--- src/rtl/fetch_unit_if.sv ---
// fetch_unit_if: instruction-memory request/acknowledge bus between fetch and imem.
interface fetch_unit_if #(parameter int ADDR_W = 16);
    logic              req;
    logic [ADDR_W-1:0] addr;
    logic              ack;
    logic [15:0]       rdata;
    modport master(output req, addr, input ack, rdata);
    modport slave(input req, addr, output ack, rdata);
endinterface

--- src/rtl/fetch_unit.sv ---
// fetch_unit: PC holder and single-outstanding instruction fetch over a req/ack bus.
// Define ALIGN_CHECK_EN to flag odd branch/jump targets on o_misalign_err.
module fetch_unit #(
    parameter int                ADDR_W   = 16,
    parameter logic [ADDR_W-1:0] RESET_PC = '0
) (
    input  logic              clk,
    input  logic              rst_n,
    fetch_unit_if.master      imem,
    output logic              o_inst_valid,
    input  logic              i_inst_ready,
    output logic [15:0]       o_inst,
    output logic [3:0]        o_opcode,
    output logic [ADDR_W-1:0] o_pc_out,
    output logic [ADDR_W-1:0] o_pc_plus2,
    input  logic [1:0]        i_pcsrc,
    input  logic [ADDR_W-1:0] i_imm_sext,
    input  logic [ADDR_W-1:0] i_reg_off,
    output logic [15:0]       o_retire_cnt,
    output logic              o_misalign_err
);
    typedef enum logic [1:0] {S_IDLE, S_FETCH, S_VALID} state_t;
    state_t            r_state;
    logic [ADDR_W-1:0] r_pc;
    logic [15:0]       r_inst;
    logic [15:0]       r_cnt;
    logic              r_req;
    logic              r_valid;
    logic [ADDR_W-1:0] w_off;
    logic [ADDR_W-1:0] w_next;
    logic              w_accept;
    // pcsrc 3 is reserved and falls back to sequential fetch
    assign w_off    = i_pcsrc == 2'd1 ? i_imm_sext : i_pcsrc == 2'd2 ? i_reg_off : ADDR_W'(2);
    assign w_next   = r_pc + w_off;
    assign w_accept = r_valid & i_inst_ready;
    assign imem.req     = r_req;
    assign imem.addr    = r_pc;
    assign o_inst_valid = r_valid;
    assign o_inst       = r_inst;
    assign o_opcode     = r_inst[15:12];
    assign o_pc_out     = r_pc;
    assign o_pc_plus2   = r_pc + ADDR_W'(2);
    assign o_retire_cnt = r_cnt;
    always_ff @(posedge clk or negedge rst_n) begin
        if (!rst_n) begin
            r_state <= S_IDLE;
            r_pc    <= RESET_PC;
            r_inst  <= '0;
            r_cnt   <= '0;
            r_req   <= 1'b0;
            r_valid <= 1'b0;
        end else begin
            case (r_state)
                S_IDLE: begin
                    r_state <= S_FETCH;
                    r_req   <= 1'b1;
                end
                S_FETCH: if (imem.ack) begin
                    r_inst  <= imem.rdata;
                    r_req   <= 1'b0;
                    r_valid <= 1'b1;
                    r_state <= S_VALID;
                end
                S_VALID: if (i_inst_ready) begin
                    r_pc    <= {w_next[ADDR_W-1:1], 1'b0};
                    r_cnt   <= r_cnt + 16'd1;
                    r_valid <= 1'b0;
                    r_req   <= 1'b1;
                    r_state <= S_FETCH;
                end
                default: begin
                    r_state <= S_IDLE;
                    r_req   <= 1'b0;
                    r_valid <= 1'b0;
                end
            endcase
        end
    end
`ifdef ALIGN_CHECK_EN
    logic r_err;
    always_ff @(posedge clk or negedge rst_n) begin
        if (!rst_n) r_err <= 1'b0;
        else if (w_accept && w_next[0]) r_err <= 1'b1;
    end
    assign o_misalign_err = r_err;
`else
    assign o_misalign_err = 1'b0;
`endif
endmodule

--- src/flat_wrapper.sv ---
// flat-port wrapper written by rule: the top's interface ports become plain ports
module fetch_unit_flat 
#(
    parameter int                ADDR_W   = 16,
    parameter logic [ADDR_W-1:0] RESET_PC = '0
)
  (clk, rst_n, o_inst_valid, i_inst_ready, o_inst, o_opcode, o_pc_out, o_pc_plus2, i_pcsrc, i_imm_sext, i_reg_off, o_retire_cnt, o_misalign_err, imem_req, imem_addr, imem_ack, imem_rdata);
  fetch_unit_if #(.ADDR_W(ADDR_W)) imem_i ();
  input  logic clk;
  input  logic rst_n;
  output logic o_inst_valid;
  input  logic i_inst_ready;
  output logic [15:0] o_inst;
  output logic [3:0] o_opcode;
  output logic [ADDR_W-1:0] o_pc_out;
  output logic [ADDR_W-1:0] o_pc_plus2;
  input  logic [1:0] i_pcsrc;
  input  logic [ADDR_W-1:0] i_imm_sext;
  input  logic [ADDR_W-1:0] i_reg_off;
  output logic [15:0] o_retire_cnt;
  output logic o_misalign_err;
  output wire logic [$bits(imem_i.req)-1:0] imem_req;
  output wire logic [$bits(imem_i.addr)-1:0] imem_addr;
  input wire logic [$bits(imem_i.ack)-1:0] imem_ack;
  input wire logic [$bits(imem_i.rdata)-1:0] imem_rdata;
  assign imem_req = imem_i.req;
  assign imem_addr = imem_i.addr;
  assign imem_i.ack = imem_ack;
  assign imem_i.rdata = imem_rdata;
  fetch_unit #(.ADDR_W(ADDR_W), .RESET_PC(RESET_PC)) u_core (.clk(clk), .rst_n(rst_n), .imem(imem_i), .o_inst_valid(o_inst_valid), .i_inst_ready(i_inst_ready), .o_inst(o_inst), .o_opcode(o_opcode), .o_pc_out(o_pc_out), .o_pc_plus2(o_pc_plus2), .i_pcsrc(i_pcsrc), .i_imm_sext(i_imm_sext), .i_reg_off(i_reg_off), .o_retire_cnt(o_retire_cnt), .o_misalign_err(o_misalign_err));
endmodule
--- config.mk ---
export PLATFORM = sky130hd
export DESIGN_NAME = fetch_unit_flat
export DESIGN_NICKNAME = d
export VERILOG_FILES = /design/src/rtl/fetch_unit_if.sv /design/src/rtl/fetch_unit.sv /design/src/flat_wrapper.sv
export SDC_FILE = /design/constraint.sdc
export NUM_CORES = 1
export LEC_CHECK = 0
export ABC_AREA = 1
export CORE_UTILIZATION = 40
export DETAILED_ROUTE_END_ITERATION = 7
export PLACE_DENSITY_LB_ADDON = 0.12
export SLEW_MARGIN = 10
export SYNTH_ARGS = -nofsm -noshare
export SYNTH_HDL_FRONTEND = slang
export SYNTH_SLANG_ARGS = --single-unit
--- constraint.sdc ---
create_clock -name clk -period 2 [get_ports clk]
set_input_delay 0.6 -clock clk [delete_from_list [all_inputs] [get_ports clk]]
set_output_delay 0.6 -clock clk [all_outputs]
set_load 0.005 [all_outputs]
* After elaboration in Yosys (flattened, before gate mapping)
Cells that the tools add are included.
Storage, ports and cells: bits of input ports 54, register bits after elaboration 51, logic and storage cells 32
Cells by class: muxes and demuxes 11, $add $sub $neg 3, reductions and logical operators 5, equal/unequal tests 6, bitwise gates (word level) 1
Operators by type and width (number):
- two-way mux 16 bit | 2
- adder 16 x 1 -> 16 bit (second input constant) | 1
- adder 16 bit | 1
- adder 16 x 2 -> 16 bit (second input constant) | 1
- case mux 1 bit (3 select lines) | 2
- case mux 2 bit (3 select lines) | 1
- AND reduction 2 bit | 3
- == test 2 x 1 -> 1 bit (second input constant) | 2
- == test 2 bit (second input constant) | 2
- two-way mux 1 bit | 4
- two-way mux 2 bit | 2
- inequality test 2 bit (second input constant) | 2
- AND reduction 3 bit | 1
- zero test 2 bit | 1
- NOT 1 bit | 1

* Depth between registers and ports, before layout
Gate-level depths: netlist of the first run.
depth after elaboration 4, mapped depth 17, mapped depth without buffers 16

* Least setup slack after synthesis of the first run
Ideal clock, no wire load.
kind input to register, from input i_pcsrc[1], to register u_core.r_pc[15] (netlist: u_core.imem.addr[15]), setup time 119 ps, path buffers 1, cell stages on the path 16, required time 1881 ps, setup slack -604 ps, arrival time 2485 ps, cells stage by stage inv_1 nor2_1 clkbuf_1 inv_1 o22ai_1 inv_1 ha_1 fa_1 nand2_1 nand2_1 nand3_1 nand2_1 nand2_1 nand3_1 nand3_1 nand2_1
Between the ends: cells in the longest elaborated chain, start to end 4
RTL lines:
- from (decl) | RTL line flat_wrapper.sv:17 | input logic [1:0] i_pcsrc;
- == test 2 bit | RTL line fetch_unit.sv:33 | assign w_off = i_pcsrc == 2'd1 ? i_imm_sext : i_pcsrc == 2'd2 ? i_reg_off : ADDR_W'(2);
- two-way mux 16 bit | RTL line fetch_unit.sv:33
- two-way mux 16 bit * | RTL line fetch_unit.sv:33
- adder 16 bit * | RTL line fetch_unit.sv:34 | assign w_next = r_pc + w_off;
- to (signal assigned) | RTL line fetch_unit.sv:65 | r_pc <= {w_next[ADDR_W-1:1], 1'b0};
- to (decl) | RTL line fetch_unit.sv:24 | logic [ADDR_W-1:0] r_pc;
Every way passes the cells marked *; elsewhere a longest branch is shown, timed or not. A chain may end at the register's enable or synchronous reset.

* Final worst setup path of the first run
from register u_core.r_pc[1] (netlist: u_core.imem.addr[1]), to output o_pc_plus2[7]
Between the ends: cells in the longest elaborated chain, start to end 1
RTL lines:
- adder 16 x 2 -> 16 bit | RTL line fetch_unit.sv:42 | assign o_pc_plus2 = r_pc + ADDR_W'(2);
- to (decl) | RTL line flat_wrapper.sv:16 | output logic [ADDR_W-1:0] o_pc_plus2;
Every way passes these cells.

==> metrics.txt, run 1 <==
worst flop-to-flop path startpoint u_core.imem.addr[1]$_DFFE_PN0P_; CP max-delay cell dfrtp_2; VDD IR max 788 uV; first-pass GRT wire length 16,300 um; Crit Path Category register to output port; count of different cell masters after synthesis 32; Post-DP HPWL 7550 um; register bit total from synthesis 51; number of nets in the finished design 718; Period minus WS final 2.33 ns; Setup-failing EPs final 23; instance count of the mapped netlist 437; Std-Cell Rows 33; vias per std cell 4.87; remaining routing DRC violations 0; Post-DRT Antenna Nets 0; initial standard-cell utilization of the core 0.420; final setup skew 0.00956 ns; DR pass1 iterations 4; Synth-to-Final Area Change 80.5%; min-delay worst type primary input to async pin; cell type with the largest total area after synthesis dfrtp_1; final-report max-slew violation count 0; insertion delay to the later sink of the worst-skew pair 0.30 ns; Clock Sinks 51; endpoints failing hold 0; Cells after DPL 707; cell-by-cell listing of the critical path ha_4 > nand2_4 > nor2_4 > nand3_4 > buf_4 > buf_4 > buf_6 > xor2_1 > buf_2; post-synth top area share 0.365; n_diodes 0; final worst-path cycle share 1.17; WHS 0.218 ns; signal arrival time at the worst endpoint 1.73 ns; highest-count cells in the layout ignoring fill and taps nand2_1 (90), clkdlybuf4s50_1 (78), buf_4 (72), inv_1 (48), dfrtp_1 (48); clock input transition at the sequential cells of the worst setup and hold paths 0.10 ns; data required time of the critical path 1.40 ns; Die H 95.6 um; largest net degree at the start of global routing 37; number of clock buffers inserted by TritonCTS 5; Die Outline Area 9130 um2; Critical Path Source Type register; core outline area 8340 um2; number of DRC markers after the initial detailed-route iteration 123; worst slack at placement -1.01 ns; unrepaired setup endpoints after global routing yes; FMAX 0.429 GHz; mean area per synthesized cell 8.01 um2; Port Buffer Count 134; fraction of layout instances using a drive strength above 1 0.396; average wire per standard cell 14.8 um; endpoint kind of the worst setup timing path output port; DRT Wirelength 11,100 um; initial antenna violation count 0; die width 95.6 um; summed instance area of the synthesized netlist 3500 um2; gp weighted congestion 0.822; total power density per cell area 1150 nW/um2; LEAKAGE 3.27 nW; Global Route Usage Sum 0.228; TritonCTS clock tree built; Root Buffer Master clkbuf_8; worst setup slack after layout -0.332 ns; I/O pins 141; CP top delay family buffers and inverters; number of global-route vias before repair 3,565; via count 3,654; critical path startpoint u_core.imem.addr[1]$_DFFE_PN0P_; number of buffers and inverters on the critical path 4; Worst path most repeated cell buf_4; maximum fanout count along the critical path 2; proportion of synthesized chip area in sequential cells 0.365; largest cells by area after synthesis dfrtp_1 (36%), nand2_1 (13%), inv_1 (6.5%); max-cap check violation count 0; total gr overflow 0; number of warning messages in the yosys log 0; most common library cell in the layout ignoring fill and taps nand2_1; deepest clock path buffer count 2; outcome finished with violations; number of cells in the finished layout apart from fillers 751; H-Tree Level Count 2; largest stage delay on the critical path 0.40 ns; failing checks negative setup slack
==> logic make-up after synthesis <==
logic type      share of synthesized area
mux                                0.0515
buf+inv                             0.124
xor+xnor                           0.0851
flops                               0.365
simple gates                        0.241
compound gates                     0.0636
other cells                       0.00107
fa+ha+maj                          0.0701
==> power by group <==
group          switching [W]  internal, W
registers           0.000286      0.00141
logic                0.00215      0.00278
clock network       0.000342     0.000315
==> cell usage after synthesis <==
cell type,count
nand3b_1,4
nand2_1,120
dfrtp_1,51
clkbuf_1,3
buf_1,2
a22o_1,13
nand3_2,2
nand4_1,8
buf_4,23
xnor2_1,15
mux2_1,2
a21oi_1,9
conb_1,1
inv_1,61
nand3_4,1
nand3_1,26
mux2_2,14
xor2_1,19
ha_1,18
nor2_1,17
nor2_4,1
fa_1,1
buf_2,1
clkinv_1,1
o22ai_1,1
a22oi_1,1
inv_2,1
nand2_2,1
nor2_2,6
nor3_1,3
nor3_2,1
o21ai_0,10
==> registers in the layout (all words and copies together) (netlist names) <==
| register | count |
|---|---|
| u_core.o_inst | 16 |
| u_core.o_retire_cnt | 16 |
| u_core.imem.addr | 15 |
| u_core.r_state | 2 |
| u_core.imem.req | 1 |
| u_core.o_inst_valid | 1 |
==> layer usage <==
| layer | global-route usage | vias to the layer above | part of all wire |
|---|---|---|---|
| li1 | - | 1779 | - |
| met1 | 0.281 | 1754 | 0.43 |
| met2 | 0.410 | 111 | 0.50 |
| met3 | 0.0534 | 10 | 0.062 |
| met4 | 0.0323 | 0 | 0.0076 |
| met5 | 0 | - | 0 |
==> path summary, 6_finish.rpt <==
kind / end / slack [ns] / cells after the start
worst max-delay path: o_pc_plus2[7] / -0.33 / 9
worst min-delay path: u_core.imem.addr[7]$_DFFE_PN0P_ / 0.22 / 1
worst max register to register: u_core.imem.addr[7]$_DFFE_PN0P_ / -0.12 / 12
worst min register to register: u_core.o_retire_cnt[15]$_DFFE_PN0P_ / 0.47 / 1
max in group asynchronous: u_core.o_retire_cnt[3]$_DFFE_PN0P_ / 1.26 / 2
min in group clk: u_core.o_retire_cnt[15]$_DFFE_PN0P_ / 0.47 / 1
==> area by class of cell <==
cell class              count  area, um2
clock inverters             1       7.51
clock buffers               7       96.3
well taps                 105        131
multi-input cells         298       2450
fillers                   592       2020
flip-flops and latches     51       1280
repair buffers            226       2080
inverters                  63        268
==> per-stage QoR <==
step | TNS (ns) | total power, W | util | area (um2)
floorplan | -1.46 | 0.00359 | - | 3690
detailed placement | -16.42 | 0.00579 | 0.645 | 5380
global route | -5.76 | 0.00779 | 0.758 | 6320
finish | -3.78 | 0.00728 | 0.758 | 6320
CTS | -3.19 | 0.00676 | 0.701 | 5840
global placement | -15.88 | 0.00571 | 0.645 | 5380
==> timing repair <==
item                       4_1_cts  5_1_grt
gates resized for setup        149      111
hold buffers                     0        0
buffers inserted                21       15
pin swaps                       70       76
cloned                           1        1
setup endpoints to repair       31       46
Note: power is estimated with default switching activity, not from simulation.
==> run 2, diff against run 1 <==
--- a/config.mk
+++ b/config.mk
@@ -13,3 +13,4 @@
 export SYNTH_ARGS = -nofsm -noshare
 export SYNTH_HDL_FRONTEND = slang
 export SYNTH_SLANG_ARGS = --single-unit
+export TNS_END_PERCENT = 10
==> run 2 against run 1 <==
  * Maximum frequency shrank 4.5%
  * Cell count shrank 2.5%
  * Sequential power is essentially flat
  * Wire length shrank 6.5%
  * Hold slack gained 0.047 ns
  * Sequential cell count is the same
  * First-iteration DRC count grew 83%
  * Cell area shrank 9.4%
  * The run still ends with negative setup slack left
  * Register-to-register slack gained 0.16 ns
  * Critical path depth is the same
  * Via count shrank 4.3%
==> metrics.txt, run 2 (synthesis results as in run 1) <==
Post-DRT Antenna Nets 0; DRT Wirelength 10,400 um; Setup-failing EPs final 25; signal arrival time at the worst endpoint 1.84 ns; I/O pins 141; outcome finished with violations; deepest clock path buffer count 2; LEAKAGE 2.95 nW; Crit Path Category register to output port; final-report max-slew violation count 0; core outline area 8340 um2; number of nets in the finished design 699; Cells after DPL 713; n_diodes 0; number of DRC markers after the initial detailed-route iteration 225; # fillers 710; worst slack at placement -0.926 ns; gp weighted congestion 0.866; Critical Path Source Type register; data required time of the critical path 1.40 ns; remaining routing DRC violations 0; highest-count cells in the layout ignoring fill and taps nand2_1 (116), clkdlybuf4s50_1 (99), buf_4 (60), inv_1 (57), dfrtp_1 (49); Clock Sinks 51; initial antenna violation count 0; initial standard-cell utilization of the core 0.420; vias per std cell 4.78; Post-DP HPWL 7870 um; endpoint kind of the worst setup timing path output port; DR pass1 iterations 4; Net Switching 0.00244 W; Period minus WS final 2.44 ns; Root Buffer Master clkbuf_8; number of clock buffers inserted by TritonCTS 5; Port Buffer Count 134; share of total power in combinational logic 0.643; Die Outline Area 9130 um2; Power, Total 0.00652 W; VDD IR max 500 uV; cell internal pwr 0.00409 W; failing checks negative setup slack; final design utilization 0.686; via count 3,496; worst setup slack after layout -0.442 ns; maximum fanout count along the critical path 3; number of global-route vias before repair 3,272; clock network power share 0.094; Std-Cell Rows 33; insertion delay to the later sink of the worst-skew pair 0.31 ns; first-pass GRT wire length 16,100 um; average wire per standard cell 14.2 um; die width 95.6 um; TritonCTS clock tree built; max-cap check violation count 0; FMAX 0.409 GHz; hold-fix buffers at CTS 0; register share of total power 0.262; largest net degree at the start of global routing 52; fraction of layout instances using a drive strength above 1 0.263; clock input transition at the sequential cells of the worst setup and hold paths 0.10 ns; Global Route Usage Sum 0.232; Die H 95.6 um; H-Tree Level Count 2; final worst-path cycle share 1.22; Sw Share 0.373; total power density per cell area 1140 nW/um2; unrepaired setup endpoints after global routing yes; number of cells in the finished layout apart from fillers 732; most common library cell in the layout ignoring fill and taps nand2_1; Synth-to-Final Area Change 63.5%; final setup skew 0.00925 ns; min-delay worst type primary input to async pin; total gr overflow 0; endpoints failing hold 0; WHS 0.265 ns
run 2: cell types whose count changed in the layout (fill, tap and decap cells not counted), moves of 9 or more:
cell,change
buf_4,-12
clkdlybuf4s50_1,+21
inv_1,+9
nand2_1,+26
nand2_2,-15
nand2_4,-11
run 2: what timing repair did:
item                       CTS  global route
resized for setup           86            42
pin swaps                   13            13
setup buffers                5             6
setup endpoints to repair   36            38
run 2: layer usage:
layer / wire length [um] / track usage / vias to the layer above
met1: 4530 / 0.316 / 1627
met3: 814 / 0.0423 / 12
li1: - / - / 1741
met5: 0 / 0 / -
met2: 4910 / 0.384 / 116
met4: 105 / 0.0485 / 0
run 2: through the flow:
stage                     area (um2)  TNS, ns
final                           5720    -5.82
after global routing            5720    -8.15
after CTS                       5570    -7.05
after detailed placement        5330   -16.36
after global placement          5330   -15.59
after floorplan                 3560    -2.44
run 2: worst max-delay path, stage by stage, from the launching register on:
cell and delay, ns:
dfrtp_1 0.42, ha_4 0.17, nand2_4 0.05, nor2_4 0.09, nand3_2 0.10, nor2_4 0.16
buf_6 0.12, buf_4 0.10, xor2_1 0.17, buf_2 0.14
run 2: worst paths after layout:
kind,start,end,slack [ns],cells past startpoint
setup / recovery,u_core.imem.addr[1]$_DFFE_PN0P_,o_pc_plus2[9],-0.44,9
hold / removal,rst_n,u_core.r_state[1]$_DFFE_PN0P_,0.26,2
setup reg to reg,u_core.imem.addr[1]$_DFFE_PN0P_,u_core.imem.addr[15]$_DFFE_PN0P_,0.04,12
hold reg to reg,u_core.o_retire_cnt[15]$_DFFE_PN0P_,u_core.o_retire_cnt[15]$_DFFE_PN0P_,0.48,1
max in group asynchronous,rst_n,u_core.imem.addr[14]$_DFFE_PN0P_,1.49,2
min in group clk,u_core.o_retire_cnt[15]$_DFFE_PN0P_,u_core.o_retire_cnt[15]$_DFFE_PN0P_,0.48,1
run 2: power groups by stage:
stage | Combinational, W | Clock [W] | Sequential (W)
2_1_floorplan | 0.00165 | 0 | 0.00182
3_3_place_gp | 0.00398 | 0 | 0.00167
3_5_place_dp | 0.00403 | 0 | 0.00170
4_1_cts | 0.00408 | 0.000630 | 0.00169
5_1_grt | 0.00458 | 0.000674 | 0.00176
6_report | 0.00419 | 0.000615 | 0.00171
run 2: final cells by class:
cell class	instances	area [um2]	area share
inverters	63	244	0.0426
clock inverters	3	18.8	0.00328
repair buffers	208	1930	0.337
flip-flops and latches	51	1280	0.223
clock buffers	5	68.8	0.0120
multi-input cells	297	2050	0.359
well taps	105	131	0.0230
==> run 3, diff against run 2 <==
--- a/config.mk
+++ b/config.mk
@@ -6,7 +6,8 @@
 export NUM_CORES = 1
 export LEC_CHECK = 0
 export ABC_AREA = 1
-export CORE_UTILIZATION = 40
+export CORE_MARGIN = 2
+export CORE_UTILIZATION = 44
 export DETAILED_ROUTE_END_ITERATION = 7
 export PLACE_DENSITY_LB_ADDON = 0.12
 export SLEW_MARGIN = 10
==> constraint.sdc (replaced) <==
create_clock -name clk -period 2.6 [get_ports clk]
set_input_delay 0.78 -clock clk [delete_from_list [all_inputs] [get_ports clk]]
set_output_delay 0.78 -clock clk [all_outputs]
set_load 0.1 [all_outputs]
==> run 3 against run 2 <==
  * The flow still finishes with violations (negative setup slack)
  * Via count down 4.3%
  * Cell area down 4.4%
  * Utilization up 2.2 points
  * Highest routed layer unchanged
  * Sequential share of layout area up 1.4 points
==> metrics.txt, run 3 (synthesis results as in run 1) <==
Worst slew margin 0.660; worst setup slack after layout -0.125 ns; Setup-failing EPs final 5; Std-Cell Rows 32; fraction of layout instances using a drive strength above 1 0.341; Synth-to-Final Area Change 56.3%; number of cells in the finished layout apart from fillers 686; # fillers 583; TritonCTS clock tree built; initial standard-cell utilization of the core 0.453; vias per std cell 4.88; FMAX 0.367 GHz; endpoint kind of the worst setup timing path output port; total gr overflow 0; hold-fix buffers at CTS 0; Global Route Usage Sum 0.215; clock input transition at the sequential cells of the worst setup and hold paths 0.10 ns; endpoints failing hold 0; Worst path most repeated cell nor2_4; gp weighted congestion 0.886; final worst-path cycle share 1.05; most common library cell in the layout ignoring fill and taps nand2_1; n_diodes 0; max-cap check violation count 0; DRT Wirelength 9170 um; Die Outline Area 8690 um2; number of DRC markers after the initial detailed-route iteration 131; Critical Path Source Type register; final-report max-slew violation count 0; Port Buffer Count 134; cell-by-cell listing of the critical path ha_4 > nand2_4 > nor2_4 > nand3_4 > nor2_4 > nand4_1 > xnor2_4 > buf_12; outcome finished with violations; Die H 93.2 um; Clock Sinks 51; average wire per standard cell 13.4 um; Crit Path Category register to output port; via count 3,347; H-Tree Level Count 2; highest-count cells in the layout ignoring fill and taps nand2_1 (115), buf_4 (97), inv_1 (58), clkdlybuf4s50_1 (47), dfrtp_1 (40); maximum fanout count along the critical path 4; largest net degree at the start of global routing 31; core outline area 7730 um2; number of global-route vias before repair 3,353; die width 93.2 um; Period minus WS final 2.72 ns; number of clock buffers inserted by TritonCTS 5; Setup TNS -0.281 ns; Cells after DPL 674; unrepaired setup endpoints after global routing yes; final setup skew 0.00667 ns; remaining routing DRC violations 0; DR pass1 iterations 5; first-pass GRT wire length 15,100 um; insertion delay to the later sink of the worst-skew pair 0.31 ns; min-delay worst type primary input to async pin; I/O pins 141; slew of the pin with the lowest slew margin 0.510 ns; failing checks negative setup slack; Root Buffer Master clkbuf_8; number of cells on the worst reg-to-reg path 11; Post-DP HPWL 7280 um; Post-DRT Antenna Nets 0; data required time of the critical path 1.82 ns; deepest clock path buffer count 2; CP max-delay cell dfrtp_4; initial antenna violation count 0; number of nets in the finished design 656; signal arrival time at the worst endpoint 1.94 ns; largest stage delay on the critical path 0.44 ns
==> run 3: changes by cell type in the layout (fill, tap and decap cells not counted), moves of 6 or more <==
cell             before  now
dlymetal6s2s_1       10    1
xor2_4                0    6
dfrtp_2               2    8
clkdlybuf4s50_1      99   47
dfrtp_1              49   40
xor2_1               18   10
dlygate4sd2_1         9    2
buf_4                60   97
buf_2                12    1
buf_12                3   15
buf_6                12    2
==> run 3: per-layer routing <==
layer | vias to the layer above | global-route usage | wire, um | part of all wire
met2 | 134 | 0.388 | 4650 | 0.51
met4 | 0 | 0.0772 | 228 | 0.025
met5 | - | 0 | 0 | 0
met3 | 16 | 0.0387 | 615 | 0.067
li1 | 1650 | - | - | -
met1 | 1547 | 0.257 | 3680 | 0.40
==> run 3: stage by stage <==
step / area [um2] / hold slack [ns] / worst slack [ns] / util
2_1_floorplan: 3740 / 0.484 / -0.509 / -
3_3_place_gp: 5190 / 0.461 / -0.560 / 0.672
3_5_place_dp: 5190 / 0.467 / -0.669 / 0.672
4_1_cts: 5410 / 0.433 / -0.135 / 0.700
5_1_grt: 5470 / 0.457 / -0.234 / 0.708
6_report: 5470 / 0.426 / -0.125 / 0.708
==> run 3: area by class of cell <==
type,instances,area (um2),share of cell area
clock buffer,5,68.8,0.0126
sequential,51,1300,0.237
clock inverter,3,46.3,0.00846
tap,102,128,0.0233
multi-input combinational,297,2140,0.391
inverter,63,236,0.0432
timing repair buffer,165,1560,0.285
==> run 3: final timing paths <==
kind / startpoint / end / slack [ns]
worst max register to register: u_core.imem.addr[1]$_DFFE_PN0P_ / u_core.imem.addr[11]$_DFFE_PN0P_ / 0.65
max in group asynchronous: rst_n / u_core.imem.addr[11]$_DFFE_PN0P_ / 1.62
worst min register to register: u_core.o_retire_cnt[15]$_DFFE_PN0P_ / u_core.o_retire_cnt[15]$_DFFE_PN0P_ / 0.48
min in group clk: u_core.o_retire_cnt[15]$_DFFE_PN0P_ / u_core.o_retire_cnt[15]$_DFFE_PN0P_ / 0.48
worst min-delay path: rst_n / u_core.o_inst[2]$_DFFE_PN0P_ / 0.43
worst max-delay path: u_core.imem.addr[1]$_DFFE_PN0P_ / o_pc_plus2[13] / -0.12
==> run 3: what timing repair did <==
| action | 4_1_cts | 5_1_grt |
|---|---|---|
| pin swaps | 9 | 3 |
| gates resized for setup | 22 | 11 |
| endpoints found under the setup margin | 19 | 16 |
| setup buffers | 4 | 0 |
==> run 3: critical path, delay by kind of cell, from the launching register on <==
family	cells	cell delay, ns
xor gates and xnor gates	1	0.25
DFF	1	0.44
adders and majority gates	1	0.15
and+or+nand+nor	5	0.61
buffers and inverters	1	0.19
Power of run 3 is left out: the tool's default activity adds up to more than one toggle a clock period on the data nets, which glitch-free logic cannot reach.
